## config.mk

```make
export PLATFORM = sky130hd
export DESIGN_NAME = x_lshift_pipe
export DESIGN_NICKNAME = d
export VERILOG_FILES = /design/src/rtl/x_shift_pkg.sv /design/src/rtl/x_lshift_stage.sv /design/src/rtl/x_lshift_pipe.sv
export SDC_FILE = /design/constraint.sdc
export NUM_CORES = 1
export LEC_CHECK = 0
export ABC_AREA = 1
export BUFFER_PORTS_ARGS = -buffer_cell sky130_fd_sc_hd__buf_4
export CAP_MARGIN = 10
export CORE_UTILIZATION = 46
export CTS_BUF_LIST = sky130_fd_sc_hd__clkbuf_8
export DETAILED_ROUTE_END_ITERATION = 6
export REMOVE_ABC_BUFFERS = 1
export SYNTH_ARGS = -nofsm -noshare
export SYNTH_HDL_FRONTEND = slang
export SYNTH_SLANG_ARGS = --single-unit
```

## constraint.sdc

```tcl
create_clock -name clock -period 1.6 [get_ports clock]
set_clock_uncertainty 0.05 [all_clocks]
set_input_delay 0.16 -clock clock [delete_from_list [all_inputs] [get_ports clock]]
set_output_delay 0.16 -clock clock [all_outputs]
set_load 0.01 [all_outputs]
```

## src/rtl/x_shift_pkg.sv

```systemverilog
// Shared definitions for the execute-path shifters: widths, pipeline depth,
// the per-stage register record and the shifted-out-bits helper.
package x_shift_pkg;

    localparam int DATA_W    = 32;
    localparam int SHAMT_W   = 5;
    localparam int N_STAGES  = 5;
    // Tag field in the stage record is sized for the widest tag any client
    // uses; narrower tags are zero-extended on entry and truncated on exit.
    localparam int TAG_MAX_W = 16;

    typedef struct packed {
        logic                 valid;
        logic [DATA_W-1:0]    data;
        logic [SHAMT_W-1:0]   shamt;
        logic [TAG_MAX_W-1:0] tag;
        logic                 ovf;
    } stage_rec_t;

    // True when any of the top 'amt' bits of 'd' is set, i.e. a left shift
    // by 'amt' would push a 1 out of the MSB.
    function automatic logic shifted_out_any(input logic [DATA_W-1:0] d,
                                             input int                amt);
        return |(d >> (DATA_W - amt));
    endfunction

endpackage

```

## src/rtl/x_lshift_stage.sv

```systemverilog
// One stage of the pipelined left shifter: conditionally shifts by 2^K and
// registers the whole operation record. Stage K consumes shift bit K.
// Build option LSHIFT_OVF_EN: accumulate the sticky shifted-out flag.
module x_lshift_stage
    import x_shift_pkg::*;
#(
    parameter int K = 0
) (
    input  logic       clock,
    input  logic       reset,
    input  logic       stall,
    input  logic       flush,
    input  stage_rec_t rec_i,
    output stage_rec_t rec_o
);

    localparam int AMT = 1 << K;

    stage_rec_t rec_d;
    stage_rec_t rec_q;

    // Next-state record: apply this stage's power-of-two shift when its bit is set.
    always_comb begin
        rec_d = rec_i;
`ifndef LSHIFT_OVF_EN
        rec_d.ovf = 1'b0;
`endif
        if (rec_i.shamt[K]) begin
            rec_d.data = rec_i.data << AMT;
`ifdef LSHIFT_OVF_EN
            rec_d.ovf  = rec_i.ovf | shifted_out_any(rec_i.data, AMT);
`endif
        end else begin
            rec_d.data = rec_i.data;
        end
    end

    // Stage register: reset clears everything, flush kills only the valid
    // (and beats stall), stall freezes the record.
    always_ff @(posedge clock) begin
        if (reset) begin
            rec_q <= '0;
        end else if (flush) begin
            rec_q.valid <= 1'b0;
        end else if (stall) begin
            rec_q <= rec_q;
        end else begin
            rec_q <= rec_d;
        end
    end

    assign rec_o = rec_q;

endmodule

```

## src/rtl/x_lshift_pipe.sv

```systemverilog
// Five-stage pipelined logical left shifter (sll) with a travelling
// destination tag. Outputs come straight from the last stage's registers.
// Build option LSHIFT_OVF_EN: enables the sticky 'ovf' output; without it
// 'ovf' is tied low. TAG_W must not exceed x_shift_pkg::TAG_MAX_W.
module x_lshift_pipe
    import x_shift_pkg::*;
#(
    parameter int TAG_W = 5
) (
    input  logic             clock,
    input  logic             reset,
    input  logic             in_valid,
    input  logic [31:0]      in,
    input  logic [4:0]       shift,
    input  logic [TAG_W-1:0] in_tag,
    input  logic             stall,
    input  logic             flush,
    output logic             out_valid,
    output logic [31:0]      out,
    output logic [TAG_W-1:0] out_tag,
    output logic             ovf
);

    stage_rec_t entry_s;
    stage_rec_t stage_q_s [N_STAGES];
    stage_rec_t last_s;
    logic       unused_s;

    // Pack the incoming operation into a stage record for stage 0.
    always_comb begin
        entry_s                = '0;
        entry_s.valid          = in_valid;
        entry_s.data           = in;
        entry_s.shamt          = shift;
        entry_s.tag[TAG_W-1:0] = in_tag;
        entry_s.ovf            = 1'b0;
    end

    for (genvar gi = 0; gi < N_STAGES; gi++) begin : g_stage
        if (gi == 0) begin : g_first
            x_lshift_stage #(.K(gi)) u_stage (
                .clock (clock),
                .reset (reset),
                .stall (stall),
                .flush (flush),
                .rec_i (entry_s),
                .rec_o (stage_q_s[gi])
            );
        end else begin : g_rest
            x_lshift_stage #(.K(gi)) u_stage (
                .clock (clock),
                .reset (reset),
                .stall (stall),
                .flush (flush),
                .rec_i (stage_q_s[gi-1]),
                .rec_o (stage_q_s[gi])
            );
        end
    end

    assign last_s    = stage_q_s[N_STAGES-1];
    assign out_valid = last_s.valid;
    assign out       = last_s.data;
    assign out_tag   = last_s.tag[TAG_W-1:0];
`ifdef LSHIFT_OVF_EN
    assign ovf       = last_s.ovf;
`else
    assign ovf       = 1'b0;
`endif

    // Remaining shift bits are fully consumed by the last stage.
    assign unused_s  = ^{last_s.shamt, last_s.tag, last_s.ovf};

endmodule
```

## Word level (Yosys, flattened, before mapping)

Index checks and enable logic that the tools add are counted.

| storage, ports and cells | value |
|---|---|
| output and inout bits | 39 |
| register bits after elaboration | 210 |
| word-level logic and storage cells | 28 |
| input port bits | 47 |

| operators by class | value |
|---|---|
| muxes and demuxes | 5 |
| reductions and logical operators | 2 |
| bitwise gates (word level) | 2 |

Operators with widths:

| kind | number |
|---|---|
| two-way mux 32 bit | 5 |
| inverter 1 bit | 2 |
| AND reduction 2 bit | 1 |
| OR reduction 2 bit | 1 |

## Depth between registers and ports, before layout

Gate-level depths: netlist of the first run.

| depth | value |
|---|---|
| depth after elaboration | 2 |
| gate-level depth with buffers | 8 |
| depth with buffers taken out | 5 |

## Hierarchy

From an unflattened synthesis of the first run, not the netlist that was laid out.

| second synthesis, totals | value |
|---|---|
| cell total of the unflattened synthesis | 2114 |
| area, all modules | 13216.4 um^2 |

Modules (own cells, without submodules):

| module | seq. area each (um^2) | area each (um^2) | instances | cells each |
|---|---|---|---|---|
| x_lshift_stage at g_stage[0].g_first.u_stage | 1081.0 | 2733.9 | 1 | 439 |
| x_lshift_stage at g_stage[3].g_rest.u_stage | 1081.0 | 2673.8 | 1 | 418 |
| x_lshift_stage at g_stage[1].g_rest.u_stage | 1081.0 | 2660.1 | 1 | 435 |
| x_lshift_stage at g_stage[2].g_rest.u_stage | 1081.0 | 2635.0 | 1 | 429 |
| x_lshift_stage at g_stage[4].g_rest.u_stage | 1081.0 | 2502.4 | 1 | 391 |
| x_lshift_pipe | 0.0 | 11.3 | 1 | 2 |

## Worst setup path after synthesis of the first run

Ideal clock, no wire load.

| path | value |
|---|---|
| path kind | input-to-reg |
| start point | input port stall |
| end point | register g_stage[0].g_first.u_stage.rec_q, in the netlist g_stage[0].g_first.u_stage.rec_o[52] |
| setup time | 0.111 ns |
| path slack | 0.476 ns |
| arrival | 0.962 ns |
| path buffers | 4 |
| data required time | 1.439 ns |
| cell stages on the path | 8 |
| cell sequence | buf_6 -> buf_6 -> nor2_8 -> buf_6 -> buf_4 -> nand2_1 -> nor2_1 -> nor2_1 |

| between the ends | value |
|---|---|
| word-level cells in the longest chain between the ends | 2 |

RTL lines:

| what | RTL line | text |
|---|---|---|
| start: declaration | x_lshift_pipe.sv:16 | `input logic stall,` |
| inverter 1 bit (no line) | -- |  |
| AND reduction 2 bit (no line) | -- |  |
| end signal: assignment | x_lshift_stage.sv:46 | `rec_q <= rec_q;` |
| end signal: assignment | x_lshift_stage.sv:48 | `rec_q <= rec_d;` |
| end: declaration | x_lshift_stage.sv:20 | `stage_rec_t rec_q;` |

Every way passes these cells.
A chain may end at the register's enable or synchronous reset.

## Final worst setup path of the first run

| path | value |
|---|---|
| start point | input port reset |
| end point | register g_stage[0].g_first.u_stage.rec_q, in the netlist g_stage[0].g_first.u_stage.rec_o[54] |

| between the ends | value |
|---|---|
| word-level cells in the longest chain between the ends | 1 |

RTL lines:

| what | RTL line | text |
|---|---|---|
| start: declaration | x_lshift_pipe.sv:11 | `input logic reset,` |
| OR reduction 2 bit (no line) | -- |  |

Every way passes these cells.

==> results of run 1 <==
-- power breakdown --
group	switching, uW	internal (uW)	total (uW)
registers	210	5300	5510
clock network	1960	1300	3260
logic	972	714	1690
total	3140	7310	10500
-- final cells by class --
cell class | instances | area [um^2] | share of cell area
clock inverters | 15 | 156 | 0.0131
multi-input cells | 1174 | 4650 | 0.390
clock buffers | 17 | 234 | 0.0196
repair buffers | 165 | 1510 | 0.126
well taps | 280 | 350 | 0.0294
inverters | 271 | 1020 | 0.0856
flip-flops and latches | 200 | 4000 | 0.336
-- tightest hold or removal path, cell delays in order --
cell and delay, ps:
buf_4 220, nand2_1 90, inv_1 30, nor2_1 90
nor2_1 40
-- worst paths after layout --
kind | startpoint | cells past startpoint | end
worst max-delay path | reset | 5 | g_stage[0].g_first.u_stage.rec_o[54]
worst min register to register | g_stage[1].g_rest.u_stage.rec_o[54] | 2 | g_stage[1].g_rest.u_stage.rec_o[54]
worst max register to register | g_stage[0].g_first.u_stage.rec_o[18] | 6 | g_stage[1].g_rest.u_stage.rec_o[53]
worst min-delay path | shift[0] | 5 | g_stage[0].g_first.u_stage.rec_o[46]
-- cells by family after synthesis --
| family | count (synthesis) | synth area share |
|---|---|---|
| simple gates | 997 | 0.369 |
| flops | 200 | 0.393 |
| buf+inv | 380 | 0.152 |
| other cells | 1 | 0.000368 |
| compound gates | 176 | 0.0864 |
-- layout by cell type, fill, tap and decap left out, drive strengths merged --
master / count
a21oi: 5
buf: 108
bufinv: 1
clkbuf: 17
clkinv: 4
clkinvlp: 2
conb: 1
dfxtp: 200
dlygate4sd3: 57
inv: 279
nand2: 598
nor2: 398
o21ai: 171
or2: 1
-- layer usage --
layer,track usage,part of all wire,up-vias
li1,-,-,5240
met1,0.277,0.51,3985
met2,0.352,0.46,94
met3,0.0322,0.021,12
met4,0.0455,0.0077,0
met5,0,0,-
-- stage by stage --
stage                     setup TNS [ps]  setup slack (ps)   util
after floorplan                  -295760             -1690      -
after global placement                 0               109  0.504
after detailed placement               0               106  0.504
after CTS                              0               169  0.548
after global routing                   0               106  0.548
final                                  0               137  0.548
-- registers in the layout, summed over array words and instances, names as in the netlist --
name,flops
g_stage.g_first.u_stage.rec_o,42
g_stage.g_rest.u_stage.rec_o,158
==> run metrics, run 1 <==
outcome=finished with violations; failing checks=design-rule violations; final instance area=11900 um^2; Total GRT Usage=0.208; Max clock buf depth=2; critical-path maximum fanout=5; Static Leakage=0.00636 uW; Tot Pwr=10500 uW; final net count=1876; Post-CTS Setup Repair Bufs=0; Syn-to-layout area delta=16.9%; # fillers=2363; ANT nets after route=0; Final Hold Fails=0; count of cell types in the netlist=16; most common cell in the netlist=nand2_1; Min Clock Period, post-route=1460 ps; Yosys reg bits=200; routed vias=9331; share of the synthesized area in the top cell type=0.393; PortBufs=84; Cell Area, Synth=10200 um^2; Die H=151 um; Inserted Diodes=0; CP endpoint kind=flop; initial antenna violation count=0; Yosys Warn Count=0; crit path kind=primary input to flop; largest net degree at the start of global routing=136; Core Region=21800 um^2; cell accounting for the most synthesized area=dfxtp_1; hold_buf cts=57; critical path's slowest cell=dlygate4sd3_1; RSZ-0062 raised after global routing=false; PostCTS Resize Cnt=0; CP top delay family=buffers and inverters; vias per cell=4.40; top_reg_cell synth=dfxtp_1; drt pass-1 iters=6; Chip Width=151 um; Synth area leaders=dfxtp_1 39%, nand2_1 22%, nor2_1 15%, inv_1 9.9%, o21ai_0 8.3%; Max stage delay on crit path=550 ps; drt total wl=22300 um; EDFF count, synth=0; IO Count=86; sequential area share after synthesis=0.393; max_cap viols=0; clock latency on the worst-skew pair=470 ps; power per standard cell area=877 nW/um^2; Avg Cell Area, Syn=5.81 um^2; startpoint types=primary input; post-DR wirelength/cell=10.5 um; DPL Wire Length=13600 um; CTS Buf Count=17; Cells after Synth=1754; Hold WC Path Type=primary input to flop; Final Non-Filler Cells=2122; TritonCTS Sinks=200; critical path arrival=1830 ps; CTS tree=done; FP Rows=54; worst path bufs/invs=3; DR iter-0 viols=502; R2R setup slack=330 ps; Crit path required time=1960 ps; max-slew violations=0; Cell Chain, Critical Path=dlygate4sd3_1 -> buf_4 -> or2_2 -> a21oi_1 -> dlygate4sd3_1; commonest cells in the netlist=598 x nand2_1, 397 x nor2_1, 270 x inv_1; DRC=1; Die ar.=22800 um^2; post-place instance area=11000 um^2; Overflow after GRT=0; worst vdd ir=400 uV; root buf cell=clkbuf_8; Period Utilization, post-route=0.914; first-pass GRT wire length=39000 um; vias in the first global route=8353; f_max=683 MHz; H-Tree Depth=4; Post-Place Cells=2033; Clk pin slew, worst setup/hold paths=110 ps; async set-reset flop share out of synthesis=0; Final GP Congestion=0.767; Setup violations, final=0; worst hold slack=148 ps; Slew HR=0.509; Tightest Pin Transition=735 ps; fraction of layout cells with a size suffix above 1=0.0782; Starting Density=0.469; most used cell, CP=dlygate4sd3_1
Power figures use the tool's default switching activity.
==> run 2, diff against run 1 <==
REMOVE_ABC_BUFFERS = unset   (was 1)
==> run 2 against run 1 <==
Against the previous run:
- via count grew 1.5%
- wire length grew 7.2%
- setup slack worse by 13 ps
- the run now ends clean
- critical endpoint unchanged
- critical path type unchanged
- clock power increased by 4%
- register-to-register slack worse by 150 ps
- power rose by 1.5%
==> run metrics, run 2 (synthesis gave the netlist of run 1 again) <==
worst hold slack=141 ps (-7.10 ps); startpoint types=primary input; max_cap viols=0 (unchanged); critical path's slowest cell=dlygate4sd3_1; RSZ-0062 raised after global routing=false; Static Leakage=0.00637 uW (+0.21%); IO Count=86 (unchanged); initial antenna violation count=0 (unchanged); final net count=1876 (unchanged); critical-path maximum fanout=5 (unchanged); post-DR wirelength/cell=11.3 um (+7.3%); Max stage delay on crit path=570 ps (+20 ps); Starting Density=0.469 (unchanged); critical path arrival=1850 ps (+20 ps); FP Rows=54 (unchanged); Setup violations, final=0 (unchanged); CTS Buf Count=17 (unchanged); first-pass GRT wire length=40400 um (+3.4%); Chip Width=151 um (unchanged); commonest non-fill, non-tap cell in the layout=nand2_1; Post-Place Cells=2033 (unchanged); Period Utilization, post-route=0.923 (+0.00842); Overflow after GRT=0 (unchanged); power per standard cell area=887 nW/um^2 (+1.1%); Total GRT Usage=0.220 (+0.0119); largest net degree at the start of global routing=136 (unchanged); Inserted Diodes=0 (unchanged); most used cell, CP=dlygate4sd3_1; Crit path required time=1970 ps (about the same); crit path kind=primary input to flop; worst vdd ir=633 uV (+58%); Hold WC Path Type=primary input to flop; Core Region=21800 um^2 (unchanged); Max clock buf depth=2 (unchanged); Slew HR=0.526 (+0.0173); Min Clock Period, post-route=1480 ps (+13.5 ps); DR iter-0 viols=540 (+7.6%); Final GP Congestion=0.815 (+6.3%); Post-CTS Setup Repair Bufs=0 (unchanged); vias per cell=4.47 (+1.5%); max reg flops=158 (unchanged); Die H=151 um (unchanged); ANT nets after route=0 (unchanged); Tightest Pin Transition=710 ps (-25.9 ps); Final Non-Filler Cells=2121 (-0.047%); f_max=677 MHz (-0.91%); routed vias=9471 (+1.5%); H-Tree Depth=4 (unchanged); root buf cell=clkbuf_8; Syn-to-layout area delta=17.3%; PortBufs=84 (unchanged); fraction of layout cells with a size suffix above 1=0.0782 (about the same); clock latency on the worst-skew pair=480 ps (about the same); CTS tree=done; drt pass-1 iters=4 (-2); TritonCTS Sinks=200 (unchanged); post-layout util=0.550 (+0.00207); Syn Nets=1801; CP endpoint kind=flop; Tot Pwr=10600 uW (+1.5%); Final TNS setup=0 ps (unchanged); outcome=finished clean; vias in the first global route=8403 (+0.60%); Die ar.=22800 um^2 (unchanged); max-slew violations=0 (unchanged); drt total wl=23900 um (+7.2%); Clk pin slew, worst setup/hold paths=110 ps (about the same); most frequent cells in the layout=598 x nand2_1, 397 x nor2_1, 268 x inv_1; Final Hold Fails=0 (unchanged); # fillers=2290 (-3.1%); Cell Chain, Critical Path=dlygate4sd3_1 -> buf_4 -> or2_2 -> a21oi_1 -> dlygate4sd3_1; DRC=0 (-1); DPL Wire Length=15200 um (+12%)
[run 2: changes by cell type in the layout (fill, tap and decap cells not counted), sizes merged]
cell / before / now
clkinv: 4 / 2
inv: 279 / 277
bufinv: 1 / 2
clkbuf: 17 / 18
clkinvlp: 2 / 3
[run 2: worst paths after layout]
kind / from / to / slack (ps) / depth (start not counted)
hold / removal: shift[0] / g_stage[0].g_first.u_stage.rec_o[45] / 140 / 5
hold reg to reg: g_stage[1].g_rest.u_stage.rec_o[54] / g_stage[1].g_rest.u_stage.rec_o[54] / 410 / 2
setup reg to reg: g_stage[2].g_rest.u_stage.rec_o[20] / g_stage[3].g_rest.u_stage.rec_o[46] / 180 / 5
setup / recovery: reset / g_stage[0].g_first.u_stage.rec_o[54] / 120 / 5
[run 2: repair_timing]
item                                    CTS  global route
resized for setup                         0             1
hold buffers                             57             0
endpoints found under the setup margin    0            15
endpoints found under the hold margin    46             0
[run 2: worst max-delay path, delay by kind of cell]
family          cells  cell delay (ps)
buf+inv             3             1240
compound gates      1              130
simple gates        1              320
[run 2: where the power goes]
part	internal (uW)	switching (uW)	total (uW)
logic	721	988	1710
clock network	1470	1900	3380
registers	5300	226	5520
[run 2: final cells by class]
class,instances,area (um^2),area share
clock buffer,18,248,0.0207
clock inverter,13,159,0.0133
inverter,271,1020,0.0856
multi-input combinational,1174,4650,0.388
sequential,200,4000,0.335
tap,280,350,0.0293
timing repair buffer,165,1530,0.128
[run 2: metal layers]
layer / global-route usage / wire [um] / vias to the layer above
met5: 0 / 0 / -
met2: 0.368 / 11300 / 159
li1: - / - / 5242
met1: 0.292 / 11600 / 4045
met3: 0.0352 / 762 / 25
met4: 0.0595 / 319 / 0
[run 2: through the flow]
step                instance area, um^2  setup slack (ps)
floorplan                         10200               476
global route                      12000              38.0
global placement                  11000               175
finish                            12000               123
detailed placement                11000               125
CTS                               12000               118
